==> src/rtl/data_store_fifo.sv <==
// Committed-store buffer: in-order FIFO between commit and the data-memory write port.
// Optional store/load overlap detection is enabled by defining DATA_STORE_FIFO_HAZARD_EN.
module data_store_fifo #(
  parameter  int DEPTH = 4,
  localparam int PTR_W = $clog2(DEPTH)
) (
  input  logic             clk,
  input  logic             reset,
  input  logic             datafifo_valid_in,
  input  logic [31:0]      datafifo_addr_in,
  input  logic [31:0]      datafifo_val_in,
  input  logic [1:0]       datafifo_size_in,
  output logic             datafifo_full,
  output logic [31:0]      mem_store_addr,
  output logic [31:0]      mem_store_val,
  output logic [1:0]       mem_store_size,
  output logic             mem_store_valid,
  input  logic             mem_store_ready,
  output logic             empty,
  output logic [PTR_W:0]   count,
  input  logic [31:0]      hazard_addr,
  output logic             hazard_hit
);

  logic [PTR_W-1:0] wr_ptr_q, wr_ptr_d;
  logic [PTR_W-1:0] rd_ptr_q, rd_ptr_d;
  logic [PTR_W:0]   count_q, count_d;
  logic [31:0]      addr_q [DEPTH];
  logic [31:0]      val_q  [DEPTH];
  logic [1:0]       size_q [DEPTH];
  logic             push, pop;

  // Status comes from the registered count only; a same-cycle pop never frees a slot for a push.
  assign datafifo_full   = (count_q == (PTR_W+1)'(DEPTH));
  assign empty           = (count_q == '0);
  assign count           = count_q;
  assign mem_store_valid = ~empty;
  assign mem_store_addr  = addr_q[rd_ptr_q];
  assign mem_store_val   = val_q[rd_ptr_q];
  assign mem_store_size  = size_q[rd_ptr_q];

  assign push = datafifo_valid_in & ~datafifo_full;
  assign pop  = mem_store_valid & mem_store_ready;

  always_comb begin
    wr_ptr_d = wr_ptr_q + PTR_W'(push);
    rd_ptr_d = rd_ptr_q + PTR_W'(pop);
    count_d  = count_q + (PTR_W+1)'(push) - (PTR_W+1)'(pop);
  end

  always_ff @(posedge clk) begin
    if (reset) begin
      wr_ptr_q <= '0;
      rd_ptr_q <= '0;
      count_q  <= '0;
      for (int i = 0; i < DEPTH; i++) begin
        addr_q[i] <= '0;
        val_q[i]  <= '0;
        size_q[i] <= '0;
      end
    end else begin
      wr_ptr_q <= wr_ptr_d;
      rd_ptr_q <= rd_ptr_d;
      count_q  <= count_d;
      if (push) begin
        addr_q[wr_ptr_q] <= datafifo_addr_in;
        val_q[wr_ptr_q]  <= datafifo_val_in;
        size_q[wr_ptr_q] <= datafifo_size_in;
      end
    end
  end

`ifdef DATA_STORE_FIFO_HAZARD_EN
  logic [PTR_W-1:0] slot_off;
  logic [1:0]       unused_hazard_lsb;
  assign unused_hazard_lsb = hazard_addr[1:0];

  // A slot is occupied when its distance from the head is below the registered count.
  always_comb begin
    hazard_hit = 1'b0;
    slot_off   = '0;
    for (int i = 0; i < DEPTH; i++) begin
      slot_off = PTR_W'(i) - rd_ptr_q;
      if (({1'b0, slot_off} < count_q) && (addr_q[i][31:2] == hazard_addr[31:2]))
        hazard_hit = 1'b1;
    end
  end
`else
  logic [31:0] unused_hazard_addr;
  assign unused_hazard_addr = hazard_addr;
  assign hazard_hit         = 1'b0;
`endif

endmodule

==> config.mk <==
export PLATFORM = sky130hd
export DESIGN_NAME = data_store_fifo
export DESIGN_NICKNAME = d
export VERILOG_FILES = /design/src/rtl/data_store_fifo.sv
export SDC_FILE = /design/constraint.sdc
export NUM_CORES = 1
export LEC_CHECK = 0
export BUFFER_PORTS_ARGS = -buffer_cell sky130_fd_sc_hd__buf_2
export CORE_ASPECT_RATIO = 2
export CORE_MARGIN = 5
export CORE_UTILIZATION = 61
export DETAILED_ROUTE_END_ITERATION = 10
export PLACE_DENSITY = 0.85
export SETUP_SLACK_MARGIN = 0.4
export SKIP_LAST_GASP = 1
export SYNTH_ARGS = -nofsm -noshare
export SYNTH_HDL_FRONTEND = slang
export SYNTH_SLANG_ARGS = --single-unit
==> constraint.sdc <==
create_clock -name clk -period 8.9 [get_ports clk]
set_input_delay 0.445 -clock clk [delete_from_list [all_inputs] [get_ports clk]]
set_output_delay 0.445 -clock clk [all_outputs]
set_load 0.005 [all_outputs]
==> results.sh, run 1 <==
export IMPL_yosys_top_cells_area="edfxtp_1 (67%), and2_1 (14%), mux4_2 (13%)"
export IMPL_worstHoldPathType="in2reg"
export IMPL_routedWlPerCell_um=22.1
export IMPL_cts_made_buffers=22
export IMPL_pre_cts_slack_ns=5.79
export IMPL_setup_ws_ns=5.63
export IMPL_synthesis_nets=786
export IMPL_crit_type="reg2out"
export IMPL_boundaryPins=175
export IMPL_port_buffers=141
export IMPL_postCtsSetupRepairBufs=0
export IMPL_final_fill_count=1243
export IMPL_fmax_mhz=305
export IMPL_worst_hold_slack_ns=0.250
export IMPL_fin_crit_ns=3.27
export IMPL_clock_sinks=271
export IMPL_holdPathEnd="val_q[1][23]"
export IMPL_yosys_area_top_type_share_pct=67.3
export IMPL_grt_ovfl_total=0
export IMPL_p_per_area_mw_per_mm2=245
export IMPL_regArea_mm2=0.00808
export IMPL_clock_latency_ns=0.50
export IMPL_yosys_area_top_type="edfxtp_1"
export IMPL_drtIter0Drc=341
export IMPL_cts_resized=0
export IMPL_cp_startpoint="rd_ptr_q[0]"
export IMPL_drive_above_1_share_pct=30.9
export IMPL_initial_core_util_pct=61.4
export IMPL_rr_worst_depth=3
export IMPL_vias_per_cell=5.78
export IMPL_grt_util_met3_pct=3.42
export IMPL_min_path_cells=2
export IMPL_die_y_um=207
export IMPL_core_area_mm2=0.0192
export IMPL_synth_cell_types=29
export IMPL_fin_nets=909
export IMPL_timing_reg2reg_setup_slack_ns=5.91
export IMPL_cts_root_buf="clkbuf_16"
export IMPL_critPathMaxFanout=35
export IMPL_finalClockSkew_ns=0.0108
export IMPL_std_cell_rows=72
export IMPL_synthArstFlopShare_pct=0
export IMPL_ys_seq_area_share_pct=68.5
export IMPL_required_ns=8.46
export IMPL_grt_busiest_layer="met2"
export IMPL_syn_area_per_cell_um2=17.3
export IMPL_multiInputGateArea_mm2=0.00345
export IMPL_maxSlewViolCount=0
export IMPL_grt_pass1_vias=6976
export IMPL_dr_pass1_iters=4
export IMPL_grt_max_degree=68
export IMPL_start_kind="register"
export IMPL_synth_common_cells="and2_1 (264), edfxtp_1 (264), mux4_2 (66)"
export IMPL_met1_usage_pct=25.6
export IMPL_path_clk_slew_ns=0.07
export IMPL_grt_met2_usage_pct=40.4
export IMPL_vdd_drop_max_mv=0.235
export IMPL_regToRegEndpoint="val_q[2][1]"
export IMPL_die_w_um=108
export IMPL_synth_edf_count=264
export IMPL_grt_pass1_wl_mm=36.9
export IMPL_ys_warn_count=0
export IMPL_min_from="datafifo_val_in[23]"
export IMPL_hold_violations=0
export IMPL_period_share_pct=36.8
export IMPL_grtUsageTotal_pct=21.9
export IMPL_p_leak_nw=5.01
export IMPL_area_growth_pct=12.5
export IMPL_hold_buffers=0
export IMPL_ys_flop_type="edfxtp_1"
export IMPL_maxCapViolations=0
export IMPL_ant_nets=0
export IMPL_status="finished clean"
export IMPL_tightest_slew_ns=1.13
export IMPL_slew_headroom_pct=24.5
export IMPL_num_vias=6246
export IMPL_wirelength_mm=23.9
export IMPL_ys_ff_latch=271
export IMPL_timing_rr_start="count[1]"
export IMPL_setup_violations=0
export IMPL_rsz0062_at_grt="false"
export IMPL_cp_arrival_ns=2.83
export IMPL_drc=0
export IMPL_cts_max_level=1
export IMPL_crit_path_end_kind="primary output"
export IMPL_syn_instance_count=681
export IMPL_dp_hpwl_mm=13.6
export IMPL_clk_path_buf_depth=3
export IMPL_dieArea_mm2=0.0224
export IMPL_cts_tree="yes"
export IMPL_fin_setup_tns_ns=0
export IMPL_gp_congestion=0.790
export IMPL_antenna_found_initial=5
export IMPL_syn_area_mm2=0.0118
-- power by group --
part           internal, W  leakage (nW)  total (W)  switching [W]
Clock             0.000491         0.328   0.000920       0.000429
Sequential         0.00155          2.80    0.00166       0.000104
Combinational     0.000363          1.88   0.000663       0.000300
Total              0.00241          5.01    0.00324       0.000832
-- cell type report --
| type | instances | share of cell area (%) |
|---|---|---|
| inverters | 2 | 0.0566 |
| flip-flops and latches | 271 | 60.9 |
| well taps | 259 | 2.44 |
| multi-input cells | 363 | 26.0 |
| clock inverters | 8 | 0.302 |
| diodes | 2 | 0.0378 |
| clock buffers | 31 | 4.72 |
| repair buffers | 144 | 5.49 |
-- metal layers --
| metal | vias up | share of wire, % |
|---|---|---|
| li1 | 2756 | - |
| met1 | 3224 | 36 |
| met2 | 204 | 55 |
| met3 | 54 | 5.2 |
| met4 | 8 | 2.8 |
| met5 | - | 0.17 |
-- sequential cells by signal, indices dropped and copies added (netlist names) --
name / count
count: 3
wr_ptr_q: 2
addr_q: 128
rd_ptr_q: 2
val_q: 128
size_q: 8
-- worst max path at each step --
stage                     slack [ns]  depth (start not counted)               end
after global placement          5.86                          4     addr_q[1][24]
after floorplan                 5.95                          4      addr_q[1][0]
final                           5.63                          3  mem_store_val[8]
after detailed placement        5.79                          4     addr_q[1][20]
after CTS                       5.51                          3  mem_store_val[8]
after global routing            5.39                          3  mem_store_val[8]
-- metrics by stage --
stage	utilization [%]	instances	power (W)	instance area, um2
2_1_floorplan	-	681	0.00209	11800
3_3_place_gp	65.6	1039	0.00233	12600
3_5_place_dp	65.6	1039	0.00237	12600
4_1_cts	69.1	1078	0.00327	13300
5_1_grt	69.1	1079	0.00337	13300
6_report	69.1	1080	0.00324	13300
-- cell usage in the layout (no fill, tap or decap), types with 2 or more instances in the layout --
cell type	n
buf_4	3
clkbuf_1	6
ha_1	2
and2_1	264
buf_2	141
clkinv_1	2
clkbuf_8	2
dfxtp_1	5
and4b_4	2
edfxtp_1	264
nor3b_4	2
xor2_1	2
diode_2	2
clkbuf_16	23
dfxtp_4	2
xnor2_1	4
nor2_1	6
or2_4	3
inv_1	2
nor2b_1	3
clkinv_2	5
mux4_2	66
-- critical path: stages (launching register included) --
cell     delay (ns)
dfxtp_4        0.81
buf_4          0.68
mux4_2         0.63
buf_2          0.15
-- kinds of logic (layout without fill, tap and decap cells) --
logic type      count (synthesis)  in the layout  share of synthesized area [%]
buf+inv                        47            185                           2.43
simple gates                  284            284                           15.4
compound gates                  3              3                          0.212
fa+ha+maj                       3              3                          0.382
other cells                     1              3                         0.0318
mux                            66             66                           12.6
flops                         271            271                           68.5
xor+xnor                        6              6                          0.446
No activity file was read; power rests on OpenSTA's default activity.
==> run 2, diff against run 1 <==
ABC_AREA = 1   (was default)
CORE_UTILIZATION = 52   (was 61)
PLACE_DENSITY = 0.76   (was 0.85)
clock period = 2.8 ns   (was 8.9 ns; I/O delays follow)
==> run 2 against run 1 <==
  * Clock-buffer cell count grew 3
  * Clock skew up 0.0055 ns
  * Sequential cell count is the same
  * Die area is 19% higher
  * Worst hold slack worse by 0.23 ns
  * Synthesized cell count up 57%
  * Utilization down 7.1 points
  * Synthesized area up 2.8%
  * Clock power rose to 3.6 times the previous value
  * Sequential share of layout area decreased by 4.6 points
  * Setup slack lost 5.1 ns
  * Critical path depth is 1 higher
  * Highest routed layer is now met4
==> results.sh, run 2 <==
export IMPL_status="finished clean"
export IMPL_synth_most_common_cell="nor2_1"
export IMPL_period_share_pct=80.3
export IMPL_p_switching_w=0.00356
export IMPL_setup_ws_ns=0.551
export IMPL_area_growth_pct=18.5
export IMPL_synth_cell_types=25
export IMPL_clk_path_buf_depth=3
export IMPL_wirelength_mm=30.6
export IMPL_maxSlewViolCount=0
export IMPL_clock_latency_ns=0.53
export IMPL_cp_arrival_ns=2.11
export IMPL_port_buffers=141
export IMPL_fin_nets=1336
export IMPL_clkPwrFrac_pct=28.8
export IMPL_ys_seq_area_share_pct=66.6
export IMPL_initial_core_util_pct=52.4
export IMPL_ant_nets=0
export IMPL_final_fill_count=1851
export IMPL_ys_warn_count=0
export IMPL_worst_hold_slack_ns=0.0201
export IMPL_p_sw_share_pct=31.1
export IMPL_synthSimpleGateAreaFrac_pct=17.2
export IMPL_cts_root_buf="clkbuf_16"
export IMPL_p_per_area_mw_per_mm2=799
export IMPL_grt_max_degree=83
export IMPL_synthXorXnorAreaFrac_pct=0.145
export IMPL_antenna_found_initial=0
export IMPL_min_path_cells=3
export IMPL_drtIter0Drc=643
export IMPL_grt_pass1_wl_mm=48.0
export IMPL_seq_power_share_pct=44.9
export IMPL_final_common_cell="nor2_1"
export IMPL_num_vias=8790
export IMPL_path_clk_slew_ns=0.07
export IMPL_cts_max_level=1
export IMPL_maxCapViolations=0
export IMPL_highest_layer="met4"
export IMPL_std_cell_rows=79
export IMPL_syn_instance_count=1070
export IMPL_dp_hpwl_mm=17.1
export IMPL_gp_congestion=0.781
export IMPL_yosys_area_top_type="edfxtp_1"
export IMPL_p_total_w=0.0115
export IMPL_crit_path_end_kind="primary output"
export IMPL_grt_pass1_vias=9184
export IMPL_ys_ff_latch=271
export IMPL_synth_compound_area_share_pct=9.03
export IMPL_core_area_mm2=0.0231
export IMPL_timing_reg2reg_setup_slack_ns=0.67
export IMPL_synth_top_family_by_area="simple AND/OR/NAND/NOR gates"
export IMPL_vias_per_cell=5.74
export IMPL_num_antenna_cells=0
export IMPL_finalClockSkew_ns=0.0163
export IMPL_synthMuxAreaShare_pct=0
export IMPL_fmax_mhz=445
export IMPL_dp_cells=1431
export IMPL_regToRegEndpoint="val_q[1][23]"
export IMPL_yosys_top_cells_area="edfxtp_1 (65%), nor2_1 (8.4%), o21ai_0 (5.6%)"
export IMPL_syn_area_mm2=0.0121
export IMPL_pwr_share_comb_pct=26.3
export IMPL_routedWlPerCell_um=20.0
export IMPL_setup_violations=0
export IMPL_holdPathEnd="addr_q[1][18]"
export IMPL_rsz0062_at_grt="false"
export IMPL_boundaryPins=175
export IMPL_p_leak_nw=5.68
export IMPL_drive_above_1_share_pct=22.0
export IMPL_min_from="datafifo_addr_in[18]"
export IMPL_hold_violations=0
export IMPL_start_kind="register"
export IMPL_grt_ovfl_total=0
export IMPL_cts_made_buffers=23
export IMPL_fin_crit_ns=2.25
export IMPL_critPathMaxFanout=29
export IMPL_worstHoldPathType="in2reg"
export IMPL_required_ns=2.66
export IMPL_synth_fa_ha_area_share_pct=0.372
export IMPL_drc=0
export IMPL_syn_area_per_cell_um2=11.3
export IMPL_wl_met3_mm=1.51
export IMPL_die_w_um=118
export IMPL_vdd_drop_max_mv=0.629
export IMPL_rr_worst_depth=7
export IMPL_clock_sinks=271
export IMPL_pre_cts_slack_ns=0.737
export IMPL_synthArstFlopShare_pct=0
export IMPL_synthesis_nets=1175
export IMPL_cts_tree="yes"
export IMPL_wl_met2_mm=16.8
export IMPL_final_cells=1531
export IMPL_synth_edf_count=264
export IMPL_internal_power_w=0.00790
export IMPL_top_regs="addr_q x128, val_q x128, size_q x8"
export IMPL_drt_met1_wl_mm=10.9
export IMPL_crit_type="reg2out"
export IMPL_yosys_area_top_type_share_pct=65.5
export IMPL_dieArea_mm2=0.0266
export IMPL_grtUsageTotal_pct=22.8
export IMPL_die_y_um=226
export IMPL_layout_common_cells="nor2_1 (272), edfxtp_1 (264), buf_2 (141)"
export IMPL_slew_headroom_pct=25.1
export IMPL_timing_rr_start="count[1]"
export IMPL_synth_common_cells="nor2_1 (272), edfxtp_1 (264), o21ai_0 (135)"
export IMPL_tightest_slew_ns=1.12
export IMPL_dr_pass1_iters=5
export IMPL_ys_flop_type="edfxtp_1"
==> run 2: through the flow <==
step           instance area (um2)  TNS (ns)  util [%]
5_1_grt                      14300         0      62.0
6_report                     14300         0      62.0
3_5_place_dp                 13000         0      56.1
2_1_floorplan                12100    -39.84         -
3_3_place_gp                 13000         0      56.1
4_1_cts                      14300         0      62.0
==> run 2: timing repair <==
action | in CTS | in global routing
setup buffers | 0 | 0
resized for setup | 1 | 1
endpoints found under the setup margin | 3 | 3
pin swaps | 0 | 0
hold endpoints to repair | 113 | 0
hold buffers | 58 | 0
==> run 2: worst max-delay path, cell delays in order (launching register included) <==
cell and delay [ns]:
dfxtp_4 0.58, buf_4 0.34, o21ai_0 0.15, o22ai_1 0.33, buf_2 0.18
==> run 2: power by group through the flow <==
stage	Clock [W]	Sequential, W	Combinational (W)
final	0.00330	0.00514	0.00302
after global routing	0.00348	0.00519	0.00333
after CTS	0.00336	0.00514	0.00305
after detailed placement	0	0.00523	0.00297
after global placement	0	0.00520	0.00290
after floorplan	0	0.00514	0.00186
==> run 2: worst max-delay path by stage <==
stage,startpoint,endpoint,slack [ns],cells past startpoint
after floorplan,count[1],addr_q[0][0],-0.24,5
after CTS,rd_ptr_q[1],mem_store_val[0],0.44,5
after global routing,rd_ptr_q[1],mem_store_val[0],0.45,5
final,rd_ptr_q[0],mem_store_val[22],0.55,4
after global placement,reset,val_q[0][18],0.80,5
after detailed placement,count[1],val_q[1][2],0.74,7
==> run 2: kinds of logic after synthesis <==
| logic type | after synthesis |
|---|---|
| xor gates and xnor gates | 2 |
| other | 1 |
| DFF | 271 |
| and+or+nand+nor | 424 |
| AOI/OAI and AO/OA | 202 |
| adders and majority gates | 3 |
| buffers and inverters | 167 |
==> run 2: area by class of cell <==
class / instances / area [um2] / share of cell area, %
Multi-Input combinational cell: 632 / 3300 / 23.0
Sequential cell: 271 / 8080 / 56.3
Tap cell: 283 / 354 / 2.47
Clock buffer: 34 / 657 / 4.58
Clock inverter: 8 / 119 / 0.829
Inverter: 80 / 305 / 2.13
Timing Repair Buffer: 223 / 1530 / 10.7
==> run 2: routing by layer <==
| layer | vias up | global-route usage (%) |
|---|---|---|
| met5 | - | 0 |
| met4 | 0 | 11.7 |
| met3 | 85 | 2.21 |
| met2 | 333 | 43.3 |
| met1 | 4299 | 24.9 |
| li1 | 4073 | - |
